==> src/rtl/gesture_sequencer.sv <==
// gesture_sequencer
// Plays a stored two-keyframe hand gesture on the five finger servos when the
// start button is pressed. The servos move to the gesture pose, hold it for
// HOLD_FRAMES frames, then return to neutral. Each servo moves at most
// STEP_DEG per PWM frame, and positions change only on frame_tick.
//
// Ports:
//   CLOCK_50        in   system clock (50 MHz)
//   rst             in   asynchronous active-high reset
//   gesture_sel     in   one-hot gesture select, bits [3:0] valid, [7:4] must be 0
//   start           in   single-cycle start request
//   frame_tick      in   single-cycle pulse at the start of each PWM frame
//   pos1..pos5      out  angle command in degrees (0..180) per finger servo
//   busy            out  gesture in progress
//   done            out  single-cycle pulse when a gesture completes
//   err             out  single-cycle pulse when a start request is rejected
//   active_gesture  out  index of the latched gesture
module gesture_sequencer #(
  parameter int STEP_DEG    = 6,
  parameter int HOLD_FRAMES = 25,
  parameter int NEUTRAL_DEG = 90
) (
  input  logic       CLOCK_50,
  input  logic       rst,
  input  logic [7:0] gesture_sel,
  input  logic       start,
  input  logic       frame_tick,
  output logic [7:0] pos1,
  output logic [7:0] pos2,
  output logic [7:0] pos3,
  output logic [7:0] pos4,
  output logic [7:0] pos5,
  output logic       busy,
  output logic       done,
  output logic       err,
  output logic [1:0] active_gesture
);

  localparam int HW = $clog2(HOLD_FRAMES + 1);
  localparam logic [7:0]        NEUTRAL8 = 8'(NEUTRAL_DEG);
  localparam logic [7:0]        STEP8    = 8'(STEP_DEG);
  localparam logic signed [8:0] STEP9    = 9'(STEP_DEG);
  localparam logic [HW-1:0]     HOLD_INIT = HW'(HOLD_FRAMES);
  localparam logic [HW-1:0]     HOLD_ONE  = HW'(1);

  typedef enum logic [1:0] {
    S_IDLE = 2'd0,
    S_MOVE = 2'd1,
    S_HOLD = 2'd2,
    S_DONE = 2'd3
  } state_t;

  state_t        r_state;
  logic [7:0]    r_pos [5];
  logic [7:0]    r_tgt [5];
  logic          r_kf;        // 0: heading to pose, 1: heading back to neutral
  logic [HW-1:0] r_hold;
  logic          r_busy;
  logic          r_done;
  logic          r_err;
  logic [1:0]    r_gest;

  logic [7:0]    w_next_pos [5];
  logic          w_arrive;
  logic          w_sel_valid;
  logic [1:0]    w_sel_idx;

  // Keyframe-0 angle of one channel for a gesture.
  function automatic logic [7:0] rom_angle(input logic [1:0] g, input logic [2:0] ch);
    logic [7:0] a;
    case (g)
      2'd0:    a = 8'd180;
      2'd1:    a = (ch == 3'd0) ? 8'd0 : 8'd180;
      2'd2:    a = ((ch == 3'd1) || (ch == 3'd2)) ? 8'd0 : 8'd180;
      2'd3:    a = 8'd0;
      default: a = NEUTRAL8;
    endcase
    return a;
  endfunction

  // One slew-limited step toward the target; the 9-bit signed difference
  // keeps the full -180..180 range without wrapping.
  function automatic logic [7:0] slew(input logic [7:0] p, input logic [7:0] t);
    logic signed [8:0] diff;
    logic [7:0]        n;
    diff = $signed({1'b0, t}) - $signed({1'b0, p});
    if (diff > STEP9) begin
      n = p + STEP8;
    end else if (diff < -STEP9) begin
      n = p - STEP8;
    end else begin
      n = t;
    end
    return n;
  endfunction

  // Select decode: exactly one of bits [3:0] set and upper nibble clear.
  always_comb begin
    w_sel_valid = 1'b0;
    w_sel_idx   = 2'd0;
    if (gesture_sel[7:4] == 4'b0000) begin
      case (gesture_sel[3:0])
        4'b0001: begin w_sel_valid = 1'b1; w_sel_idx = 2'd0; end
        4'b0010: begin w_sel_valid = 1'b1; w_sel_idx = 2'd1; end
        4'b0100: begin w_sel_valid = 1'b1; w_sel_idx = 2'd2; end
        4'b1000: begin w_sel_valid = 1'b1; w_sel_idx = 2'd3; end
        default: begin w_sel_valid = 1'b0; w_sel_idx = 2'd0; end
      endcase
    end else begin
      w_sel_valid = 1'b0;
      w_sel_idx   = 2'd0;
    end
  end

  // Candidate positions for the next tick; arrival is judged on these so the
  // state advances in the same cycle the last servo lands.
  always_comb begin
    w_arrive = 1'b1;
    for (int i = 0; i < 5; i++) begin
      w_next_pos[i] = slew(r_pos[i], r_tgt[i]);
      if (w_next_pos[i] != r_tgt[i]) begin
        w_arrive = 1'b0;
      end else begin
        w_arrive = w_arrive;
      end
    end
  end

  // Sequencer FSM with registered outputs.
  always_ff @(posedge CLOCK_50 or posedge rst) begin
    if (rst) begin
      r_state <= S_IDLE;
      r_kf    <= 1'b0;
      r_hold  <= '0;
      r_busy  <= 1'b0;
      r_done  <= 1'b0;
      r_err   <= 1'b0;
      r_gest  <= 2'd0;
      for (int i = 0; i < 5; i++) begin
        r_pos[i] <= NEUTRAL8;
        r_tgt[i] <= NEUTRAL8;
      end
    end else begin
      r_done <= 1'b0;
      r_err  <= 1'b0;
      case (r_state)
        S_IDLE: begin
          if (start) begin
            if (w_sel_valid) begin
              r_gest  <= w_sel_idx;
              r_kf    <= 1'b0;
              r_busy  <= 1'b1;
              r_state <= S_MOVE;
              for (int i = 0; i < 5; i++) begin
                r_tgt[i] <= rom_angle(w_sel_idx, 3'(i));
              end
            end else begin
              r_err <= 1'b1;
            end
          end
        end
        S_MOVE: begin
          if (frame_tick) begin
            for (int i = 0; i < 5; i++) begin
              r_pos[i] <= w_next_pos[i];
            end
            if (w_arrive) begin
              if (!r_kf) begin
                r_hold  <= HOLD_INIT;
                r_state <= S_HOLD;
              end else begin
                r_busy  <= 1'b0;
                r_done  <= 1'b1;
                r_state <= S_DONE;
              end
            end
          end
        end
        S_HOLD: begin
          if (frame_tick) begin
            // The tick that empties the counter also arms the return leg;
            // motion itself begins on the following tick.
            if (r_hold <= HOLD_ONE) begin
              r_hold  <= '0;
              r_kf    <= 1'b1;
              r_state <= S_MOVE;
              for (int i = 0; i < 5; i++) begin
                r_tgt[i] <= NEUTRAL8;
              end
            end else begin
              r_hold <= r_hold - HOLD_ONE;
            end
          end
        end
        S_DONE: begin
          r_state <= S_IDLE;
        end
        default: begin
          r_state <= S_IDLE;
        end
      endcase
    end
  end

  assign pos1           = r_pos[0];
  assign pos2           = r_pos[1];
  assign pos3           = r_pos[2];
  assign pos4           = r_pos[3];
  assign pos5           = r_pos[4];
  assign busy           = r_busy;
  assign done           = r_done;
  assign err            = r_err;
  assign active_gesture = r_gest;

endmodule
==> config.mk <==
export PLATFORM = sky130hd
export DESIGN_NAME = gesture_sequencer
export DESIGN_NICKNAME = d
export VERILOG_FILES = /design/src/rtl/gesture_sequencer.sv
export SDC_FILE = /design/constraint.sdc
export NUM_CORES = 1
export LEC_CHECK = 0
export ABC_CLOCK_PERIOD_IN_PS = 6750
export CAP_MARGIN = 20
export CORE_UTILIZATION = 65
export CTS_BUF_LIST = sky130_fd_sc_hd__clkbuf_2
export DETAILED_ROUTE_END_ITERATION = 8
export DONT_BUFFER_PORTS = 1
export PLACE_DENSITY = 0.84
export SYNTH_ARGS = -nofsm -noshare
export SYNTH_HDL_FRONTEND = slang
export SYNTH_SLANG_ARGS = --single-unit
==> constraint.sdc <==
create_clock -name CLOCK_50 -period 6.75 [get_ports CLOCK_50]
set_input_delay 0 -clock CLOCK_50 [delete_from_list [all_inputs] [get_ports CLOCK_50]]
set_output_delay 0 -clock CLOCK_50 [all_outputs]
set_load 0.03 [all_outputs]
==> results.cfg, run 1 <==
[status]
run_status = finished with violations
failed_checks = hold timing

[cts]
clkTransAtPathRegs_ns = 0.21
cts_max_level = 3
cts_buffer_depth = 2
numClockSinks = 60
post_cts.repair.setup_buffers = 0
root_buffer = clkbuf_2
cts_resized = 0
numCtsBuffers = 9
cts_tree = yes
hold_buffers = 13
clk_latency_ns = 0.56

[final_layout]
antenna_cells = 0
area_growth_pct = 3.71
final_nets = 1073
layout-drive-gt1-share_pct = 8.13
final_common_cell = nor2_1
final_cell_mix = 88 x nor2_1, 86 x nand2_1, 84 x inv_1

[timing]
period_needed_ns = 5.54
max-slew-margin-rel_pct = 23.2
finalSetupViolCount = 0
fin_skew_ns = 0.0293
rsz0062_at_grt = no
final.setup.tns_ns = 0
whs_ns = -0.00794
worst_pin_slew_ns = 1.15
finalHoldViolCount = 1
fmax_ghz = 0.181
post-route-period-util_pct = 82.1
slew_violations = 0

[die]
dieWidth_um = 111
die-area_sq_um = 12300
row_count = 39
core_area_sq_um = 11500
fp.dieH_um = 111
start_util_pct = 67.0
ios = 57

[synthesis]
avgSynthCellArea_sq_um = 7.55
synthesis.nets = 1087
ys_warn_count = 0
ys_ff_latch = 60
synth_edf_count = 0
ys_types = 89
ys_seq_area_share_pct = 19.9
ys.flop_type = dfrtp_1
async_reset_ff_share_pct = 100
syn_inst = 1018
synth_area_sq_um = 7690

[detailed_routing]
dr_total_vias = 7962
drtIter0Drc = 922
vias_per_cell = 6.91
ant_nets = 0
route.detailed.drc = 0
drt-total-wl_um = 21300
drt_pass1_iterations = 8
wl_per_cell_um = 18.5

[setup_path]
worst-setup-path-type = reg2reg
crit_fanout = 14
arrival_ns = 6.02
cp-start-kind = register
cp.required_ns = 7.23
end_kind = register

[global_routing]
grt_util_all_layers_pct = 34.3
use_met3_pct = 8.31
grt_use_met1_pct = 45.0
grt_max_degree = 61
grt_pass1_vias = 7280
globalRouteMet2Util_pct = 55.6
overflow = 0
grt_pass1_wl_um = 35100
grt.busiest_layer = met2
antenna_found_initial = 0

[placement]
routabilityCongestion = 0.966
place_hpwl_um = 15200
port_buffers = 0

[flow_run]
drv_cap = 0

[min_path]
worst_hold_path_type = in2reg
[Yosys cell counts, drive strengths merged (7+ instances only)]
cell type,count,share of area [%]
a2111oi,9,1.0
a211oi,25,2.5
a21o,18,1.8
a21oi,54,3.7
a221oi,10,1.1
a31oi,14,1.2
a32oi,7,0.80
and2,8,0.65
and3,7,0.57
buf,15,1.2
clkbuf,31,1.5
dfrtp,36,12
dfstp,24,8.2
ha,52,8.5
inv,87,4.2
mux2,8,1.3
mux2i,11,1.4
nand2,86,4.2
nand2b,11,0.93
nand3,25,1.6
nand4,16,1.3
nor2,89,4.4
nor2b,14,1.1
nor3,41,2.7
nor4,16,1.6
o2111ai,17,1.9
o211ai,14,1.4
o21ai,74,4.8
o221ai,7,0.80
o22ai,7,0.57
o31ai,13,1.3
or2,7,0.57
or3,7,0.57
xnor2,39,4.4
xor2,20,2.3
[kinds of logic after synthesis]
group	Yosys count	share of synthesized area, %
AOI/OAI and AO/OA	332	30.6
xor gates and xnor gates	59	6.72
adders and majority gates	57	9.76
buffers and inverters	137	7.19
DFF	60	19.9
muxes	19	2.70
and+or+nand+nor	354	23.1
[state kept, by name (all words and copies together) (netlist names), 2 cells and up]
signal / cells
pos3: 8
r_hold: 5
pos2: 8
pos1: 8
pos5: 8
r_tgt: 7
active_gesture: 2
pos4: 8
r_state: 2
[critical path: stages, from the launching register on]
cell	delay [ns]
dfstp_2	0.58
clkinv_1	0.52
fa_1	0.67
nor2b_1	0.21
o2111ai_1	0.20
and4_1	0.26
nor4_1	0.35
a31oi_1	0.45
a32o_1	0.44
or2_2	0.32
o32ai_2	0.31
nand4_1	0.19
nor4_4	0.50
a21oi_2	0.14
mux2_4	0.32
[cell type report]
cell class / instances / area, sq um
inverter: 91 / 342
clock inverter: 7 / 75.1
timing repair buffer: 21 / 198
multi-input combinational: 821 / 5600
clock buffer: 9 / 45.0
sequential: 60 / 1530
tap: 143 / 179
fill: 920 / 3490
[stage by stage]
step / utilization (%) / instances / setup slack, ns / instance area, sq um
after detailed placement: 67.2 / 1122 / 1.34 / 7710
after global placement: 67.2 / 1122 / 1.46 / 7710
final: 69.5 / 1152 / 1.21 / 7970
after global routing: 69.5 / 1152 / 0.879 / 7970
after floorplan: - / 1018 / 1.75 / 7690
after CTS: 69.4 / 1151 / 1.33 / 7960
[final timing paths]
check | cells after the start | slack [ns] | start | endpoint
min in group asynchronous | 3 | 0.08 | rst | r_hold[1]$_DFFE_PP0P_
max reg2reg | 14 | 1.21 | r_tgt[38]$_DFFE_PP1P_ | r_hold[1]$_DFFE_PP0P_
min reg2reg | 2 | 0.58 | r_kf$_DFFE_PP0P_ | r_kf$_DFFE_PP0P_
max in group asynchronous | 3 | 6.14 | rst | pos4[0]$_DFFE_PP0P_
min | 3 | -0.008 | frame_tick | pos1[7]$_DFFE_PP0P_
max | 14 | 1.21 | r_tgt[38]$_DFFE_PP1P_ | r_hold[1]$_DFFE_PP0P_
[layer usage]
metal  vias to the layer above  share of wire, %
met4                         0               2.2
li1                       3798                 -
met3                        62               9.4
met2                       418                46
met5                         -                 0
met1                      3684                43
Power of run 1 is not shown: default switching activity piles up to over one toggle a cycle in this logic, so the estimate is an artifact.
==> run 2: changes to the inputs <==
--- a/config.mk
+++ b/config.mk
@@ -5,7 +5,8 @@
 export SDC_FILE = /design/constraint.sdc
 export NUM_CORES = 1
 export LEC_CHECK = 0
-export ABC_CLOCK_PERIOD_IN_PS = 6750
+export ABC_AREA = 1
+export ABC_CLOCK_PERIOD_IN_PS = 5690
 export CAP_MARGIN = 20
 export CORE_UTILIZATION = 65
 export CTS_BUF_LIST = sky130_fd_sc_hd__clkbuf_2
==> constraint.sdc (replaced) <==
create_clock -name CLOCK_50 -period 5.69 [get_ports CLOCK_50]
set_input_delay 0 -clock CLOCK_50 [delete_from_list [all_inputs] [get_ports CLOCK_50]]
set_output_delay 0 -clock CLOCK_50 [all_outputs]
set_load 0.03 [all_outputs]
==> run 2 against run 1 <==
Compared with the run above:
- the flow now finishes without violations
- first-iteration DRC count decreased by 52%
- sequential share of layout area increased by 0.57 points
- critical path depth increased by 10
- final cell count increased by 17%
- setup slack improved by 0.66 ns
- via count decreased by 6.4%
- utilization increased by 1.6 points
- die area decreased by 5.1%
- final area decreased by 2.9%
- count of clock-buffer cells in the layout unchanged
- non-clock buffer count decreased by 4
- highest routed layer unchanged
==> results.cfg, run 2 <==
[status]
run_status = finished, final reports clean

[global_routing]
grt_pass1_vias = 6924
overflow = 0
antenna_found_initial = 0
grt_pass1_wl_um = 31300
grt_util_all_layers_pct = 33.8
grt_max_degree = 61

[timing]
period_needed_ns = 3.82
slew_violations = 0
rsz0062_at_grt = no
finalSetupViolCount = 0
setup_slack_ns = 1.87
worst_pin_slew_ns = 0.819
post-route-period-util_pct = 67.2
final.setup.tns_ns = 0
max-slew-margin-rel_pct = 45.3
fmax_ghz = 0.262
fin_skew_ns = 0.0283
finalHoldViolCount = 0

[detailed_routing]
ant_nets = 0
drtIter0Drc = 447
dr_total_vias = 7454
drt-total-wl_um = 18500
vias_per_cell = 5.53
route.detailed.drc = 0
wl_per_cell_um = 13.7
drt_pass1_iterations = 5

[cts]
clk_latency_ns = 0.56
hold_buffers = 13
cts_tree = yes
post_cts.repair.setup_buffers = 0
numCtsBuffers = 9
root_buffer = clkbuf_2
cts_buffer_depth = 2
numClockSinks = 60
clkTransAtPathRegs_ns = 0.21
cts_resized = 0
cts_max_level = 3

[synthesis]
yosys.area.top_type = nand2_1
synthesis.nets = 1256
syn_inst = 1187
avgSynthCellArea_sq_um = 6.14
ys_warn_count = 0
synth_top_family_by_area = simple AND/OR/NAND/NOR gates
synth.top_cells.by_count = 374 x nand2_1, 184 x inv_1, 148 x nand3_1
muxShareOfSynthArea_pct = 0
synthAdderAreaFrac_pct = 10.3
ys_types = 38
synth_area_sq_um = 7290
netlist.area_leader.share_pct = 19.3
netlist_top_cells_area = nand2_1 19%, dfrtp_1 12%, nand3_1 10%, inv_1 9.5%, ha_1 8.9%
synth_xor_area_share_pct = 6.13
async_reset_ff_share_pct = 100
ys_ff_latch = 60
synth-simple-area-share_pct = 42.8
ys_seq_area_share_pct = 21.0
synth_edf_count = 0
ys.flop_type = dfrtp_1
synth_compound_area_share_pct = 9.13
yosysMostFrequentCell = nand2_1

[die]
start_util_pct = 67.0
core_area_sq_um = 10900
ios = 57
dieWidth_um = 108
fp.dieH_um = 108
die-area_sq_um = 11600
row_count = 38

[setup_path]
arrival_ns = 4.30
critical_path.cell_chain = inv_1 -> fa_1 -> inv_1 -> nand2_2 -> nand2_4 -> nand2_2 -> nand3_1 -> nand2_1 -> nor2_1 -> nand2_2 -> nand2_4 -> nand3_1 -> nand2_1 -> nand2_1 -> nand2_1 -> nand2_1 -> nor2_1 -> nand2_1 -> nor3_2 -> nand3_2 -> nand2_4 -> nand2_4 -> nand2_1 -> nand2_1
crit_buf_inv = 2
cp.required_ns = 6.16
critPathSlowestCell = dfstp_2
crit_fanout = 18
cp-start-kind = register
worst-setup-path-type = reg2reg
crit_path_max_incr_delay_ns = 0.57
end_kind = register
cp_top_family = simple AND/OR/NAND/NOR gates
cp_common_cell = nand2_1

[final_layout]
final_common_cell = nand2_1
layout-drive-gt1-share_pct = 9.53
final_nets = 1271
antenna_cells = 0
final_cell_mix = 374 x nand2_1, 183 x inv_1, 148 x nand3_1
area_growth_pct = 6.18

[placement]
place_hpwl_um = 14000
port_buffers = 0
pre_cts_ws_ns = 1.95
routabilityCongestion = 0.935

[flow_run]
drv_cap = 0

[min_path]
worst_hold_path_type = in2async
[run 2: changes by cell type in the layout (fill, tap and decap cells not counted), sizes merged, moves of 17 or more]
cell     change
a211oi      -25
xor2        +29
xnor2       -37
a21o        -18
nand2      +319
nor3        -24
inv        +104
o2111ai     -17
nand3      +131
[run 2: layer usage]
| metal | up-vias | routed length (um) | GRT usage (%) |
|---|---|---|---|
| met3 | 40 | 1280 | 7.57 |
| met2 | 232 | 8450 | 54.7 |
| met1 | 3357 | 8390 | 44.1 |
| met4 | 0 | 384 | 12.5 |
| li1 | 3825 | - | - |
| met5 | - | 0 | 0 |
[run 2: path summary, 6_finish.rpt]
| kind | to | from | slack [ns] | cells past startpoint |
|---|---|---|---|---|
| worst min-delay path | busy$_DFFE_PP0P_ | rst | 0.09 | 3 |
| worst min register to register | r_hold[2]$_DFFE_PP0P_ | r_hold[2]$_DFFE_PP0P_ | 0.54 | 2 |
| worst max-delay path | r_hold[1]$_DFFE_PP0P_ | r_tgt[38]$_DFFE_PP1P_ | 1.87 | 24 |
| min in group CLOCK_50 | done$_DFF_PP0_ | frame_tick | 0.28 | 3 |
| worst max register to register | r_hold[1]$_DFFE_PP0P_ | r_tgt[38]$_DFFE_PP1P_ | 1.87 | 24 |
| max in group asynchronous | pos1[7]$_DFFE_PP0P_ | rst | 5.10 | 3 |
[run 2: logic make-up after synthesis]
group                    Yosys count
buffers and inverters            206
adder cells (fa/ha/maj)           57
flip-flops                        60
AO/OA/AOI/OAI                    119
AND/OR/NAND/NOR                  694
XOR/XNOR                          51
[run 2: area by class of cell]
class	count	area, sq um
flip-flops and latches	60	1530
fillers	955	3150
clock buffers	9	45.0
repair buffers	17	180
multi-input cells	921	4990
clock inverters	7	97.6
well taps	140	175
inverters	193	724
[run 2: stage by stage]
step                instances  hold slack, ns  utilization [%]  area, sq um
finish                   1347          0.0862             71.1         7740
floorplan                1187           0.153                -         7290
global route             1347           0.142             71.1         7740
CTS                      1346          0.0899             70.9         7710
detailed placement       1317           0.146             68.4         7440
global placement         1317           0.146             68.4         7440
[run 2: worst register-to-register path, cell delays in order, from the launching register on]
cell,delay [ns]
dfstp_2,0.57
inv_1,0.35
fa_1,0.54
inv_1,0.13
nand2_2,0.10
nand2_4,0.08
nand2_2,0.06
nand3_1,0.06
nand2_1,0.05
nor2_1,0.15
nand2_2,0.11
nand2_4,0.12
nand3_1,0.18
nand2_1,0.16
nand2_1,0.06
nand2_1,0.08
nand2_1,0.07
nor2_1,0.08
nand2_1,0.09
nor3_2,0.19
nand3_2,0.16
nand2_4,0.14
nand2_4,0.07
nand2_1,0.08
nand2_1,0.05
Power of run 2 is left out for the same reason.
==> run 3: changes to the inputs <==
--- a/config.mk
+++ b/config.mk
@@ -6,7 +6,7 @@
 export NUM_CORES = 1
 export LEC_CHECK = 0
 export ABC_AREA = 1
-export ABC_CLOCK_PERIOD_IN_PS = 5690
+export ABC_CLOCK_PERIOD_IN_PS = 3840
 export CAP_MARGIN = 20
 export CORE_UTILIZATION = 65
 export CTS_BUF_LIST = sky130_fd_sc_hd__clkbuf_2
==> constraint.sdc (replaced) <==
create_clock -name CLOCK_50 -period 3.84 [get_ports CLOCK_50]
set_input_delay 0 -clock CLOCK_50 [delete_from_list [all_inputs] [get_ports CLOCK_50]]
set_output_delay 0 -clock CLOCK_50 [all_outputs]
set_load 0.03 [all_outputs]
==> run 3 against run 2 <==
Compared with the run above:
- critical path type unchanged
- routed wire length up 8.7%
- final cell count increased by 2.4%
- via count grew 4.5%
- non-clock buffer count up 32
- setup slack got worse by 1.6 ns
- count of clock-buffer cells in the layout unchanged
- die area did not move
- utilization increased by 3.7 points
- hold slack gained 0.26 ns
- clock skew is 0.010 ns higher
- first-iteration DRC count up 44%
- sequential share of layout area decreased by 0.88 points
==> results.cfg, run 3 (synthesis results as in run 2) <==
[cts]
numClockSinks = 60
cts_buffer_depth = 2
numCtsBuffers = 9
clk_latency_ns = 0.57
clkTransAtPathRegs_ns = 0.20
cts_max_level = 3
root_buffer = clkbuf_2
cts_tree = yes

[setup_path]
crit_fanout = 19
worst-setup-path-type = reg2reg
end_kind = register
cp-start-kind = register
cp.required_ns = 4.32
arrival_ns = 4.07

[timing]
finalSetupViolCount = 0
worst_pin_slew_ns = 0.966
period_needed_ns = 3.59
fmax_ghz = 0.279
fin_skew_ns = 0.0384
max-slew-margin-rel_pct = 35.1
setup_slack_ns = 0.253
final.setup.tns_ns = 0
post-route-period-util_pct = 93.4
finalHoldViolCount = 0
slew_violations = 0

[detailed_routing]
drt_pass1_iterations = 5
route.detailed.drc = 0
dr_total_vias = 7791
vias_per_cell = 5.65
dr_wl_met3_um = 1390
topRoutingLayerUsed = met4
wl_met1_um = 8730
wl_per_cell_um = 14.6
drt-total-wl_um = 20100
met2WireLength_um = 9710
drtIter0Drc = 643
ant_nets = 0

[die]
dieWidth_um = 108
row_count = 38
core_area_sq_um = 10900
die-area_sq_um = 11600
ios = 57
fp.dieH_um = 108
start_util_pct = 67.0

[global_routing]
grt_pass1_wl_um = 32700
antenna_found_initial = 0
grt_util_all_layers_pct = 35.2
overflow = 0
grt_max_degree = 45
grt_pass1_vias = 7266

[placement]
dpl_cell_area_sq_um = 7620
place_hpwl_um = 15000
routabilityCongestion = 0.929
port_buffers = 0
pre_cts_ws_ns = 0.252

[final_layout]
area_growth_pct = 11.7
final_nets = 1303
antenna_cells = 0
postLayoutCoreUtil_pct = 74.8
layout-drive-gt1-share_pct = 14.0
final_area_sq_um = 8140
final_cell_mix = 373 x nand2_1, 178 x inv_1, 145 x nand3_1
final_common_cell = nand2_1

[min_path]
worst_hold_path_type = in2reg

[flow_run]
drv_cap = 0

[status]
run_status = finished, final reports clean
[run 3: changes by cell type in the layout (fill, tap and decap cells not counted), sizes merged]
cell	delta
inv	-1
buf	+30
clkinv	+2
dlygate4sd3	+2
bufinv	-1
[run 3: repair_timing]
| action | 4_1_cts | 5_1_grt |
|---|---|---|
| hold buffers | 15 | 0 |
| buffers inserted | 0 | 6 |
| endpoints found under the hold margin | 61 | 0 |
| endpoints found under the setup margin | 0 | 9 |
| gates resized for setup | 0 | 37 |
[run 3: path summary, 6_finish.rpt]
kind | from | end | slack (ns) | cells after the start
max in group asynchronous | rst | pos3[2]$_DFFE_PP0P_ | 2.19 | 4
min in group asynchronous | rst | pos2[3]$_DFFE_PP1P_ | 0.55 | 3
min | gesture_sel[1] | err$_DFF_PP0_ | 0.34 | 5
min reg2reg | r_hold[1]$_DFFE_PP0P_ | r_hold[1]$_DFFE_PP0P_ | 0.53 | 2
max reg2reg | r_tgt[38]$_DFFE_PP1P_ | r_hold[3]$_DFFE_PP0P_ | 0.25 | 24
max | r_tgt[38]$_DFFE_PP1P_ | r_hold[3]$_DFFE_PP0P_ | 0.25 | 24
[run 3: final cells by class]
class,instances,area [sq um]
multi-input cells,921,5150
fillers,886,2750
flip-flops and latches,60,1540
inverters,193,724
repair buffers,49,433
well taps,140,175
clock inverters,7,76.3
clock buffers,9,45.0
[run 3: critical path, stage by stage, from the launching register on]
cell and delay [ns]:
dfstp_2 0.60, buf_8 0.22, ha_1 0.33, nand2_1 0.13, inv_1 0.04, a21oi_1 0.17, nand2_1 0.07, nand2_1 0.06
nand2_1 0.10, nor2_2 0.13, nand3_2 0.15, nand2_2 0.12, nand2_2 0.10, nor2_2 0.11, nor2_1 0.08, nand2_1 0.12
nand3_1 0.11, nor2_1 0.12, nand3_1 0.10, nor2_2 0.15, nand3_2 0.14, nand2_4 0.14, nand2_4 0.08, nand2_1 0.09
nand2_1 0.05
[run 3: metal layers]
layer	vias up	global-route usage [%]
met5	-	0
met4	0	10.6
met3	31	6.66
met2	306	59.8
met1	3575	45.2
li1	3879	-
[run 3: per-stage QoR]
stage	hold slack [ns]	cells
final	0.341	1379
after global placement	-0.116	1341
after floorplan	0.153	1187
after detailed placement	-0.112	1341
after CTS	0.260	1372
after global routing	0.351	1379
Power of run 3 is left out for the same reason.
